`src/rtl/rr_onehot_arbiter_if.sv`:
```
// Request/grant bundle between the requesters and rr_onehot_arbiter.
//   req         : per-requester request vector (requesters -> arbiter)
//   done        : end-of-transaction strobe from the current owner
//   grant       : registered one-hot grant vector, zero when idle
//   grant_idx   : binary index of the granted requester
//   grant_valid : high while a grant is held
//   timeout     : one-cycle pulse when the hold limit revokes a grant
// master = requester side, slave = arbiter side.
interface rr_onehot_arbiter_if #(
  parameter int NUM_REQ = 4
);
  localparam int IDX_WIDTH = $clog2(NUM_REQ);

  logic [NUM_REQ-1:0]   req;
  logic                 done;
  logic [NUM_REQ-1:0]   grant;
  logic [IDX_WIDTH-1:0] grant_idx;
  logic                 grant_valid;
  logic                 timeout;

  modport master (
    output req, done,
    input  grant, grant_idx, grant_valid, timeout
  );

  modport slave (
    input  req, done,
    output grant, grant_idx, grant_valid, timeout
  );
endinterface

```
`src/rtl/rr_onehot_arbiter.sv`:
```
// Round-robin arbiter sharing one downstream resource among NUM_REQ
// requesters. The grant is registered, one-hot, and paired with its binary
// index. A grant is held until the owner pulses done, drops its request, or
// MAX_HOLD cycles elapse (MAX_HOLD=0 disables the limit). At least one idle
// cycle separates consecutive grants.
// Ports:
//   clk : rising-edge clock
//   rst : asynchronous active-high reset
//   bus : rr_onehot_arbiter_if.slave (req, done in; grant, grant_idx,
//         grant_valid, timeout out)
module rr_onehot_arbiter #(
  parameter int NUM_REQ  = 4,
  parameter int MAX_HOLD = 16
) (
  input  logic                 clk,
  input  logic                 rst,
  rr_onehot_arbiter_if.slave   bus
);
  localparam int IDX_WIDTH = $clog2(NUM_REQ);
  localparam int CNT_W     = (MAX_HOLD < 1) ? 1 : $clog2(MAX_HOLD + 1);
  localparam logic [CNT_W-1:0] HOLD_MAX  = CNT_W'(MAX_HOLD);
  localparam logic [CNT_W-1:0] HOLD_LAST = CNT_W'((MAX_HOLD == 0) ? 0 : MAX_HOLD - 1);

  typedef enum logic {IDLE, GRANT} state_t;

  state_t               state_q, state_d;
  logic [NUM_REQ-1:0]   grant_q, grant_d;
  logic [IDX_WIDTH-1:0] idx_q, idx_d;
  logic [IDX_WIDTH-1:0] ptr_q, ptr_d;
  logic [CNT_W-1:0]     cnt_q, cnt_d;
  logic                 valid_q, valid_d;
  logic                 timeout_q, timeout_d;

  logic                 found_hi, found_any;
  logic [IDX_WIDTH-1:0] win_hi, win_any, win;

  // Rotating priority without modular arithmetic: the lowest requester at or
  // above ptr wins; if none, the lowest requester overall (the wrap-around).
  always_comb begin
    found_hi  = 1'b0;
    found_any = 1'b0;
    win_hi    = '0;
    win_any   = '0;
    for (int unsigned j = 0; j < NUM_REQ; j++) begin
      if (bus.req[j] && !found_any) begin
        found_any = 1'b1;
        win_any   = IDX_WIDTH'(j);
      end
      if (bus.req[j] && !found_hi && (IDX_WIDTH'(j) >= ptr_q)) begin
        found_hi = 1'b1;
        win_hi   = IDX_WIDTH'(j);
      end
    end
    win = found_hi ? win_hi : win_any;
  end

  logic owner_drop, hold_hit, release_now;

  always_comb begin
    state_d     = state_q;
    grant_d     = grant_q;
    idx_d       = idx_q;
    ptr_d       = ptr_q;
    cnt_d       = cnt_q;
    valid_d     = valid_q;
    timeout_d   = 1'b0;
    owner_drop  = !bus.req[idx_q];
    hold_hit    = (MAX_HOLD != 0) && (cnt_q == HOLD_LAST);
    release_now = bus.done || owner_drop || hold_hit;

    unique case (state_q)
      IDLE: begin
        grant_d = '0;
        valid_d = 1'b0;
        if (found_any) begin
          state_d = GRANT;
          grant_d = NUM_REQ'(1) << win;
          idx_d   = win;
          valid_d = 1'b1;
          cnt_d   = '0;
        end
      end
      GRANT: begin
        if (cnt_q != HOLD_MAX) cnt_d = cnt_q + 1'b1;
        if (release_now) begin
          state_d   = IDLE;
          grant_d   = '0;
          valid_d   = 1'b0;
          ptr_d     = (idx_q == IDX_WIDTH'(NUM_REQ - 1)) ? '0 : idx_q + 1'b1;
          // Timeout is reported only when the hold limit alone forced release.
          timeout_d = hold_hit && !bus.done && !owner_drop;
        end
      end
      default: state_d = IDLE;
    endcase
  end

  always_ff @(posedge clk or posedge rst) begin
    if (rst) begin
      state_q   <= IDLE;
      grant_q   <= '0;
      idx_q     <= '0;
      ptr_q     <= '0;
      cnt_q     <= '0;
      valid_q   <= 1'b0;
      timeout_q <= 1'b0;
    end else begin
      state_q   <= state_d;
      grant_q   <= grant_d;
      idx_q     <= idx_d;
      ptr_q     <= ptr_d;
      cnt_q     <= cnt_d;
      valid_q   <= valid_d;
      timeout_q <= timeout_d;
    end
  end

  assign bus.grant       = grant_q;
  assign bus.grant_idx   = idx_q;
  assign bus.grant_valid = valid_q;
  assign bus.timeout     = timeout_q;
endmodule

```
`src/flat_wrapper.sv`:
```
// flat-port wrapper written by rule: the top's interface ports become plain ports
module rr_onehot_arbiter_flat 
#(
  parameter int NUM_REQ  = 4,
  parameter int MAX_HOLD = 16
)
  (clk, rst, bus_req, bus_done, bus_grant, bus_grant_idx, bus_grant_valid, bus_timeout);
  rr_onehot_arbiter_if #(.NUM_REQ(NUM_REQ)) bus_i ();
  input  logic clk;
  input  logic rst;
  input wire logic [$bits(bus_i.req)-1:0] bus_req;
  input wire logic [$bits(bus_i.done)-1:0] bus_done;
  output wire logic [$bits(bus_i.grant)-1:0] bus_grant;
  output wire logic [$bits(bus_i.grant_idx)-1:0] bus_grant_idx;
  output wire logic [$bits(bus_i.grant_valid)-1:0] bus_grant_valid;
  output wire logic [$bits(bus_i.timeout)-1:0] bus_timeout;
  assign bus_i.req = bus_req;
  assign bus_i.done = bus_done;
  assign bus_grant = bus_i.grant;
  assign bus_grant_idx = bus_i.grant_idx;
  assign bus_grant_valid = bus_i.grant_valid;
  assign bus_timeout = bus_i.timeout;
  rr_onehot_arbiter #(.NUM_REQ(NUM_REQ), .MAX_HOLD(MAX_HOLD)) u_core (.clk(clk), .rst(rst), .bus(bus_i));
endmodule
```
`config.mk`:
```
export PLATFORM = sky130hd
export DESIGN_NAME = rr_onehot_arbiter_flat
export DESIGN_NICKNAME = d
export VERILOG_FILES = /design/src/rtl/rr_onehot_arbiter_if.sv /design/src/rtl/rr_onehot_arbiter.sv /design/src/flat_wrapper.sv
export SDC_FILE = /design/constraint.sdc
export NUM_CORES = 1
export LEC_CHECK = 0
export CORE_MARGIN = 3
export CORE_UTILIZATION = 49
export CTS_BUF_LIST = sky130_fd_sc_hd__clkbuf_16
export DETAILED_ROUTE_END_ITERATION = 12
export GPL_ROUTABILITY_DRIVEN = 1
export PLACE_DENSITY = 0.75
export SLEW_MARGIN = 20
export SYNTH_ARGS = -nofsm -noshare
export SYNTH_HDL_FRONTEND = slang
export SYNTH_SLANG_ARGS = --single-unit
```
`constraint.sdc`:
```
create_clock -name clk -period 2.2 [get_ports clk]
set_input_delay 0.22 -clock clk [delete_from_list [all_inputs] [get_ports clk]]
set_output_delay 0.22 -clock clk [all_outputs]
set_load 0.02 [all_outputs]
```
==> After elaboration in Yosys (flattened, before gate mapping) <==
Index checks and enable logic that the tools add are counted.
{ "classes": {"n_reduce_logical": 25, "n_addsub": 2, "n_bitwise": 1, "magnitude_cmp": 5, "eq_ne": 6, "n_shift": 1, "n_mux": 31} }
{ "op_table": {"columns": ["op", "count"], "rows": [
  ["$mux 1", 16],
  ["$logic_and 1x1->1", 12],
  ["$mux 2", 6],
  ["$mux 5", 2],
  ["$pmux 5 s2", 1],
  ["$logic_not 1->1", 8],
  ["$mux 4", 2],
  ["$pmux 4 s2", 1],
  ["$reduce_and 2->1", 3],
  ["$add 5x1->5 const B", 1],
  ["$eq 5x4->1 const B", 1],
  ["$ne 5x5->1 const B", 1],
  ["$ge 1x2->1 const A", 2],
  ["$ge 2x2->1 const A", 2],
  ["$ne 2x2->1 const B", 2],
  ["$pmux 1 s2", 2],
  ["$shl 1x2->4 const A", 1],
  ["$lt 2x3->1 const B", 1],
  ["$add 2x1->2 const B", 1],
  ["$bmux 1 s2", 1],
  ["$eq 2x2->1 const B", 1],
  ["$logic_or 1x1->1", 2],
  ["$ne 2x1->1 const B", 1],
  ["$not 1->1", 1]
]} }
{ "totals": {"output_inout_bits": 8, "word_cells": 78, "regBits": 16, "input_bits": 7} }

==> Longest topological paths before layout <==
{ "logic_depth": {"word_depth": 19, "depth_mapped": 6, "ltp_nobuf": 6} }

==> Least setup slack after synthesis <==
Ideal clock, no wire load.
{ "synth_path": {"kind": "register to register", "startpoint": "register u_core.idx_q[0], in the netlist u_core.bus.grant_idx[0]", "endpoint": "register u_core.ptr_q[0]", "arrival_ns": 1.549, "setup_time_ns": 0.128, "synth_period_minus_slack_ns": 1.677, "path_slack_ns": 0.523, "path_buffers": 0, "required_time_ns": 2.072, "stages_incl_launch_ff": 4, "cell_sequence": "dfrtp_1 -> mux4_2 -> a21boi_2 -> mux2_1"} }
{ "synth_between": {"elab_chain_cells": 6, "elab_cells_between_ends": 9, "cone_classes": "add/sub: 1; eq/ne: 1; mux: 3; reduce/logical: 4"} }
{ "synth_rtl": {"columns": ["element", "line_no", "source"], "rows": [
  ["start: declaration", "rr_onehot_arbiter.sv:28", "logic [IDX_WIDTH-1:0] idx_q, idx_d;"],
  ["start signal: assignment", "rr_onehot_arbiter.sv:110", "idx_q <= idx_d;"],
  ["$bmux 1 s2", "rr_onehot_arbiter.sv:67", "owner_drop = !bus.req[idx_q];"],
  ["$mux 1 (not written as such)", "rr_onehot_arbiter.sv:67", null],
  ["$logic_not 1->1", "rr_onehot_arbiter.sv:67", null],
  ["$logic_or 1x1->1 (2 in series)", "rr_onehot_arbiter.sv:69", "release_now = bus.done || owner_drop || hold_hit;"],
  ["$reduce_and 2->1 (no source line)", null, null],
  ["end signal: assignment", "rr_onehot_arbiter.sv:111", "ptr_q <= ptr_d;"],
  ["end: declaration", "rr_onehot_arbiter.sv:29", "logic [IDX_WIDTH-1:0] ptr_q, ptr_d;"]
]} }
Parallel ways exist; a longest one is shown, timed or not. The select of a mux whose other input is x is not followed.
A chain may end at the register's enable or synchronous reset.

==> Worst setup path in the final report <==
{ "layout_path": {"startpoint": "register u_core.cnt_q[0]", "endpoint": "register u_core.ptr_q[1]"} }
{ "layout_between": {"elab_chain_cells": 3} }
{ "layout_rtl": {"columns": ["element", "line_no", "source"], "rows": [
  ["start: declaration", "rr_onehot_arbiter.sv:30", "logic [CNT_W-1:0] cnt_q, cnt_d;"],
  ["start signal: assignment", "rr_onehot_arbiter.sv:112", "cnt_q <= cnt_d;"],
  ["$eq 5x4->1", "rr_onehot_arbiter.sv:68", "hold_hit = (MAX_HOLD != 0) && (cnt_q == HOLD_LAST);"],
  ["$logic_or 1x1->1", "rr_onehot_arbiter.sv:69", null],
  ["$reduce_and 2->1 (no source line)", null, null]
]} }
Every way passes these cells.

==> run metrics <==
DR vias 632; clock-pin slew on the worst setup and hold paths 50 ps; worst-margin pin slew 584.2 ps; Clk pwr share 23.6%; RSZ-0062 raised after global routing false; IO Pins 15; GR Overflow Total 0; GPL Wtd Cong 0.7534; initial antenna violation count 0; top-count cell post-synth dfrtp_1; Routed wire per std cell 15.34 um; WS Path Type flop to flop; crit path time final 1727 ps; sw power 514.4 uW; CTS Root Buffer Type clkbuf_16; buffers added on ports 14; Critical Path Source u_core.cnt_q[0]; CP most frequent cell ha_1; compound-cell area share of the yosys netlist 18.87%; Combinational Power Share 39.7%; post-synthesis sequential area ratio 49.08%; Synth-to-Final Area Change 28.83%; top cell type by total area after synthesis dfrtp_1; Final TNS setup 0 ps; Synth Area in XOR/XNOR 2.147%; Rows 14; LEAKAGE 0.4882 nW; Synth Instances 76; CTS Hold Buffers Added 0; Finish-stage setup viols 0; Critical-path top delay cell dfrtp_1; CTS tree built; Routed Antenna Nets 0; H-tree depth 1; CP Cell Sequence ha_1 > and3_1 > ha_1 > nor2_1 > a21boi_2 > mux2_1; EDFF count, synth 0; Core Region 1541 um2; Die Width 46.80 um; initial DRC count 23; clock tree buffer depth 2; largest net degree at the start of global routing 17; average cell area after synthesis 10.73 um2; Final Power 1.439 mW; CP Launch Type flop; uppermost layer routed met4; Post-CTS Setup Inserts 0; final worst-path cycle share 78.51%; Post-DP Area 975.9 um2; clk_skew 1.530 ps; Initial Util 52.92%; Syn. warnings 0; Final Max Tran Viols 0; peak fanout along the critical path 5; Vias per Instance 5.798; endpoint class of the critical path flop; design area 1051 um2; distinct cell type count after synthesis 28; Power Internal 924.4 uW; post-synthesis adder-cell area fraction 6.135%; worst flop-to-flop path startpoint u_core.cnt_q[0]; met3 WL 75 um; worst relative slew slack 61.01%; Die Y 46.80 um; M1 wire length 805 um; Flop pwr share 36.8%; post-DP HPWL 1227 um; final net count 106; top-area cell type share of the netlist area 49.08%; Peak supply drop 0.0008896 V; drt pass-1 iters 4; vias in the first global route 616; Largest stage delay, worst path 410 ps; main combinational cell family by area after synthesis compound AO/OA/AOI/OAI gates; routed wl met2 779 um; Synth Cell Area 815.8 um2; synth top area cells dfrtp_1, ha_1, a21o_1; CTS buffer count 3; WP data required 2320 ps; n_diodes 0; Yosys reg bits 16; Finished Core Util 68.18%; Final Hold Viols 0; Mapped Nets 87; fraction of registers with async set/reset 100.0%; clock latency at the later pin of the worst-skew pair 240 ps; max-cap violations 0; switching share of power 35.75%; gr usage total 17.75%; Top FF cell, synth dfrtp_1; Die Area 2190 um2; share of cells above drive strength 1 7.527%; Post-Synth Simple-Gate Area 15.03%; post_cts resized 0; drt drc 0; Critical Path AT 1840 ps; mux contribution to synthesized area 5.521%; total routed wirelength 1672 um; clock sink total 16; total power per unit cell area 1369 nW/um2; first-pass GRT wire length 2684 um; commonest cells in the netlist dfrtp_1, nor2_1, inv_1, a21o_1, ha_1; fmax 579.0 MHz; status completed; Hold Path Class input port to asynchronous set/reset pin
-- final timing paths --
kind | end | slack (ps) | cells past startpoint
worst min-delay path | u_core.bus.grant_valid | 340 | 2
worst min register to register | u_core.bus.grant_valid | 480 | 1
worst max-delay path | u_core.ptr_q[1] | 470 | 6
worst max register to register | u_core.ptr_q[1] | 470 | 6
max in group asynchronous | u_core.ptr_q[1] | 1480 | 2
min in group clk | u_core.bus.grant_valid | 480 | 1
-- registers in the layout, indices dropped and copies added, names as in the netlist --
register	count
u_core.bus.grant	4
u_core.bus.grant_idx	2
u_core.bus.grant_valid	1
u_core.bus.timeout	1
u_core.cnt_q	5
u_core.ptr_q	2
u_core.state_q	1
-- layer usage --
metal | vias up | track usage, %
met1 | 304 | 23.60
met4 | 0 | 9.392
met3 | 2 | 4.215
met5 | - | 0
li1 | 307 | -
met2 | 19 | 26.83
-- cell families (layout without fill, tap and decap cells) --
kind of cell,Yosys count,count (layout)
AO/OA/AOI/OAI,21,21
XOR/XNOR,2,2
adder cells (fa/ha/maj),4,4
buffers and inverters,7,24
flip-flops,16,16
multiplexers,3,3
AND/OR/NAND/NOR,23,23
-- area by class of cell --
class | instances | area, um2
timing repair buffer | 14 | 140.1
tap | 16 | 20.02
fill | 117 | 490.5
inverter | 7 | 26.28
sequential | 16 | 400.4
clock buffer | 3 | 75.07
multi-input combinational | 53 | 389.1
-- per-stage QoR --
stage / setup WS (ps) / cells / hold slack [ps]
after global placement: 375.0 / 106 / 467.8
after CTS: 475.4 / 109 / 356.7
after global routing: 343.0 / 109 / 386.7
after floorplan: 523.0 / 76 / 133.7
final: 472.9 / 109 / 339.8
after detailed placement: 299.2 / 106 / 470.1
-- cells in the final DEF, fill, tap and decap left out, drive strengths merged --
master and count:
dfrtp 16, clkdlybuf4s50 14, nor2 9, inv 7
a21o 4, ha 4, o21ai 4, a21oi 3
nand2 3, o2bb2ai 3, a22o 3, clkbuf 3
nand2b 2, mux2 2, nand3 2, xor2 2
nor2b 1, a311oi 1, nor3 1, mux4 1
a21boi 1, nand4bb 1, and2 1, nand3b 1
nand4 1, and3 1, a211oi 1, a211o 1
-- worst max-delay path: cells and delay by family, from the launching register on --
kind / cells / cell delay (ps)
AO/OA/AOI/OAI: 1 / 90
flip-flops: 1 / 410
AND/OR/NAND/NOR: 2 / 320
multiplexers: 1 / 320
adder cells (fa/ha/maj): 2 / 450
-- power by group through the flow --
stage / logic, mW / clock network, mW / registers [mW]
2_1_floorplan: 0.306 / 0 / 0.570
4_1_cts: 0.579 / 0.349 / 0.528
6_report: 0.571 / 0.339 / 0.529
5_1_grt: 0.632 / 0.360 / 0.547
3_5_place_dp: 0.568 / 0 / 0.531
3_3_place_gp: 0.551 / 0 / 0.527
Power figures use the tool's default switching activity.
